**config.mk**
```make
export PLATFORM = sky130hd
export DESIGN_NAME = demux_nch
export DESIGN_NICKNAME = d
export VERILOG_FILES = /design/src/rtl/demux_pkg.sv /design/src/rtl/demux_sat_cnt.sv /design/src/rtl/demux_nch.sv
export SDC_FILE = /design/constraint.sdc
export NUM_CORES = 1
export LEC_CHECK = 0
export ABC_AREA = 1
export CAP_MARGIN = 20
export CORE_MARGIN = 10
export CORE_UTILIZATION = 44
export DETAILED_ROUTE_END_ITERATION = 7
export PLACE_DENSITY = 0.79
export SETUP_SLACK_MARGIN = 0.05
export SYNTH_ARGS = -nofsm -noshare
export SYNTH_HDL_FRONTEND = slang
export SYNTH_SLANG_ARGS = --single-unit
```
**constraint.sdc**
```tcl
create_clock -name clk -period 2.4 [get_ports clk]
set_clock_uncertainty 0.05 [all_clocks]
set_input_delay 0.72 -clock clk [delete_from_list [all_inputs] [get_ports clk]]
set_output_delay 0.72 -clock clk [all_outputs]
set_load 0.03 [all_outputs]
```
**src/rtl/demux_pkg.sv**
```systemverilog
// rtl/demux_pkg.sv - shared state encodings, counter width and clog2 helper for demux_nch
package demux_pkg;

    typedef enum logic [1:0] {
        ST_IDLE = 2'd0,
        ST_FWD  = 2'd1,
        ST_HOLD = 2'd2
    } demux_state_e;

    localparam int CNT_W = 16;

    function automatic int clog2(input int value);
        int result;
        result = 0;
        for (int i = 0; i < 31; i++) begin
            if ((1 << i) < value) begin
                result = i + 1;
            end
        end
        return result;
    endfunction

endpackage

```
**src/rtl/demux_sat_cnt.sv**
```systemverilog
// rtl/demux_sat_cnt.sv - 16-bit saturating event counter
module demux_sat_cnt
    import demux_pkg::*;
(
    input  logic             clk,
    input  logic             reset_L,
    input  logic             inc,
    output logic [CNT_W-1:0] count
);

    logic [CNT_W-1:0] cnt_q;
    logic [CNT_W-1:0] cnt_d;

    always_comb begin
        cnt_d = cnt_q;
        if (inc && (cnt_q != {CNT_W{1'b1}})) begin
            cnt_d = cnt_q + 1'b1;
        end
    end

    always_ff @(posedge clk) begin
        if (!reset_L) begin
            cnt_q <= '0;
        end else begin
            cnt_q <= cnt_d;
        end
    end

    assign count = cnt_q;

endmodule

```
**src/rtl/demux_nch.sv**
```systemverilog
// rtl/demux_nch.sv - N-channel demux from a show-ahead FIFO; DEMUX_NCH_STATS_EN adds push/hold counters
module demux_nch
    import demux_pkg::*;
#(
    parameter int DATA_SIZE = 6,
    parameter int N_CH      = 4,
    parameter int ID_W      = 2
) (
    input  logic                      clk,
    input  logic                      reset_L,
    input  logic                      fifo_empty,
    input  logic [DATA_SIZE-1:0]      data_in,
    input  logic [N_CH-1:0]           almost_full,
    output logic                      pop,
    output logic [N_CH-1:0]           push,
    output logic [N_CH*DATA_SIZE-1:0] data_out,
    output logic                      id_err,
    output logic [1:0]                state
`ifdef DEMUX_NCH_STATS_EN
    ,
    output logic [N_CH*CNT_W-1:0]     push_cnt,
    output logic [CNT_W-1:0]          hold_cnt
`endif
);

    demux_state_e              state_q;
    demux_state_e              state_d;
    logic [N_CH-1:0]           push_q;
    logic [N_CH-1:0]           push_d;
    logic [N_CH*DATA_SIZE-1:0] data_q;
    logic                      id_err_q;

    logic [ID_W-1:0] dest;
    logic            dest_ok;
    logic            dest_af;

    assign dest    = data_in[DATA_SIZE-1 -: ID_W];
    assign dest_ok = ({1'b0, dest} < (ID_W+1)'(N_CH));

    // Out-of-range ids never match a channel, so they see no backpressure and get dropped.
    always_comb begin
        dest_af = 1'b0;
        push_d  = '0;
        for (int k = 0; k < N_CH; k++) begin
            if (dest == ID_W'(k)) begin
                dest_af   = almost_full[k];
                push_d[k] = pop;
            end
        end
    end

    assign pop = reset_L & ~fifo_empty & (~dest_ok | ~dest_af);

    always_comb begin
        state_d = ST_FWD;
        if (fifo_empty) begin
            state_d = ST_IDLE;
        end else if (dest_ok && dest_af) begin
            state_d = ST_HOLD;
        end
    end

    always_ff @(posedge clk) begin
        if (!reset_L) begin
            state_q  <= ST_IDLE;
            push_q   <= '0;
            data_q   <= '0;
            id_err_q <= 1'b0;
        end else begin
            state_q  <= state_d;
            push_q   <= push_d;
            id_err_q <= pop & ~dest_ok;
            for (int k = 0; k < N_CH; k++) begin
                if (push_d[k]) begin
                    data_q[k*DATA_SIZE +: DATA_SIZE] <= data_in;
                end
            end
        end
    end

    assign push     = push_q;
    assign data_out = data_q;
    assign id_err   = id_err_q;
    assign state    = state_q;

`ifdef DEMUX_NCH_STATS_EN
    for (genvar g = 0; g < N_CH; g++) begin : g_push_cnt
        demux_sat_cnt u_push_cnt (
            .clk     (clk),
            .reset_L (reset_L),
            .inc     (push_q[g]),
            .count   (push_cnt[g*CNT_W +: CNT_W])
        );
    end

    demux_sat_cnt u_hold_cnt (
        .clk     (clk),
        .reset_L (reset_L),
        .inc     (state_q == ST_HOLD),
        .count   (hold_cnt)
    );
`endif

endmodule

```
==> results.py <==
metrics = {
    "clocking": {
        "cts_buffers": 5,
        "clock_path_buffers": 2,
        "clock_latency_ns": 0.33,
        "ctsHoldBuffers": 0,
        "clock-root-buffer": "clkbuf_4",
        "cts_tree": "yes",
        "path_clk_slew_ns": 0.09,
        "cts.htree.levels": 2,
        "clock_sinks": 30,
    },
    "placement": {
        "routabilityCongestion": 0.798,
        "placed_area_sq_um": 1790,
        "dpl.hpwl_um": 2240,
        "dp_slack_ns": -0.291,
        "io_buffers": 43,
        "dp.cells": 261,
    },
    "final_layout": {
        "num_antenna_cells": 0,
        "instances_no_fill": 270,
        "drive_gt1_frac": 0.142,
        "nNetsFinal": 251,
        "area_growth_syn_to_layout_pct": 47.4,
        "fillers": 239,
        "design_area_sq_um": 1880,
    },
    "timing": {
        "hold_viol_final": 0,
        "min_period_ns": 2.27,
        "finalSetupViolCount": 0,
        "slew_viol_final": 0,
        "finalCritPeriodShare": 0.947,
        "maxClockFrequency_mhz": 440,
        "setup_slack_ns": 0.127,
        "rsz0062_at_grt": "false",
    },
    "global_route": {
        "overflow": 0,
        "track_usage": 0.118,
        "grt_max_degree": 22,
        "grt_pass1_wl_um": 5000,
        "first_global_vias": 1133,
        "grt_antenna_before_repair": 0,
    },
    "worst_hold_path": {
        "worstHoldStart": "data_out[17]",
        "hold_path.class": "reg -> reg",
    },
    "route": {
        "ant_nets": 0,
        "wl_met3_um": 331,
        "drt-initial-drc-count": 59,
        "drc_errors": 0,
        "wl_um": 3020,
        "vias_per_cell": 4.52,
        "routed-via-count": 1221,
        "dr.max_layer_used": "met4",
        "wl_per_cell_um": 11.2,
        "drtPass1Iterations": 4,
        "drt-met1-wl_um": 1250,
        "wl_met2_um": 1350,
    },
    "die": {
        "die_area_sq_um": 5450,
        "initial_core_util": 0.462,
        "die_y_um": 73.8,
        "die_w_um": 73.8,
        "core_sq_um": 2760,
        "io_pins": 45,
        "row_count": 19,
    },
    "logic_synthesis": {
        "synth_edf_count": 0,
        "synth_area_per_cell_sq_um": 7.04,
        "synth_fp_nets": 194,
        "yosysUniqueCellTypes": 18,
        "ys.warnings.count": 0,
        "ys_seq_area_frac": 0.472,
        "ys_seq_elements": 30,
        "synth_most_common_cell": "inv_1",
        "synth_top_cell_by_area": "dfxtp_1",
        "ys_top_cells_by_count": "inv_1 (54), nand2_1 (35), dfxtp_1 (30)",
        "syn-cell-area_sq_um": 1270,
        "yosys-top-cells-area": "dfxtp_1 (47%), inv_1 (16%), nand2_1 (10%), nand4_1 (7.9%), nor2_1 (5.6%)",
        "syn_inst": 181,
        "synthArstFlopShare": 0,
        "ys.flop_type": "dfxtp_1",
        "synth_top_area_frac": 0.472,
    },
    "critical_path": {
        "worstPathRequired_ns": 1.63,
        "reg2reg_from": "data_out[18]",
        "startpoint": "almost_full[1]",
        "critPathLaunchType": "input port",
        "cp.arrival_ns": 1.50,
        "path_class": "in -> out",
        "crit_path_end_kind": "output pin",
        "cp_max_fo": 2,
    },
    "pwr": {
        "power.total_mw": 0.993,
        "ir_drop_v": 0.000466,
        "powerDensity_nw_per_um2": 529,
        "p_leak_nw": 0.940,
    },
    "job": {
        "maxCapViolations": 0,
    },
    "outcome": {
        "status": "finished clean",
    },
}
-- final timing paths --
kind | end | slack [ns] | depth (start not counted)
hold reg to reg | data_out[17] | 0.40 | 2
hold / removal | data_out[17] | 0.40 | 2
setup / recovery | pop | 0.13 | 7
setup reg to reg | data_out[18] | 1.73 | 4
-- critical path, cell delays in order --
cell	delay, ns
dlygate4sd2_1	0.23
o21ai_1	0.15
nand3_2	0.09
nand2_2	0.08
nand2_2	0.06
inv_2	0.05
buf_6	0.12
-- state kept, by name, indices dropped and copies added, names as in the netlist --
name	cells
data_out	24
push	4
state	2
-- layer usage --
| layer | vias to the layer above | track usage |
|---|---|---|
| met4 | 0 | 0.0642 |
| met5 | - | 0 |
| met3 | 7 | 0.0713 |
| met2 | 33 | 0.175 |
| li1 | 647 | - |
| met1 | 534 | 0.128 |
-- stage by stage --
step,TNS (ns),hold WS [ns],utilization
floorplan,0,0.525,-
global placement,-0.755,0.384,0.649
detailed placement,-1.09,0.390,0.649
CTS,0,0.404,0.675
global route,0,0.421,0.681
finish,0,0.401,0.681
-- timing repair --
item	CTS	global route
buffers inserted	0	1
resized for setup	21	5
pin swaps	8	4
hold endpoints to repair	0	0
setup endpoints to repair	1	1
cloned	0	0
-- logic make-up after synthesis --
family          Yosys count  share of synthesized area
compound gates            5                     0.0196
buf+inv                  61                      0.196
flops                    30                      0.472
other cells               1                    0.00294
simple gates             84                      0.309
-- placed cells by master (no fill, tap or decap), drive strengths merged --
master,synthesis,routed
clkdlybuf4s50,0,34
buf,7,17
a21oi,4,4
or2,1,1
nand4,16,16
nor2,20,20
dlygate4sd2,0,5
clkinv,0,1
dlymetal6s2s,0,1
nand2,36,36
dfxtp,30,30
conb,1,1
clkbuf,0,7
o21ai,1,1
nand3,10,10
nor3,1,1
inv,54,54
-- power by group --
part           switching [mW]  internal [mW]
Clock                   0.169          0.142
Sequential            0.00482          0.510
Combinational          0.0983         0.0697
-- layout make-up --
| class | instances | area (sq um) | area share |
|---|---|---|---|
| Clock buffer | 7 | 55.1 | 0.0293 |
| Clock inverter | 1 | 5.00 | 0.00266 |
| Inverter | 54 | 203 | 0.108 |
| Multi-Input combinational cell | 90 | 445 | 0.237 |
| Sequential cell | 30 | 601 | 0.320 |
| Tap cell | 31 | 38.8 | 0.0207 |
| Timing Repair Buffer | 57 | 531 | 0.282 |
Note: power is estimated with default switching activity, not from simulation.
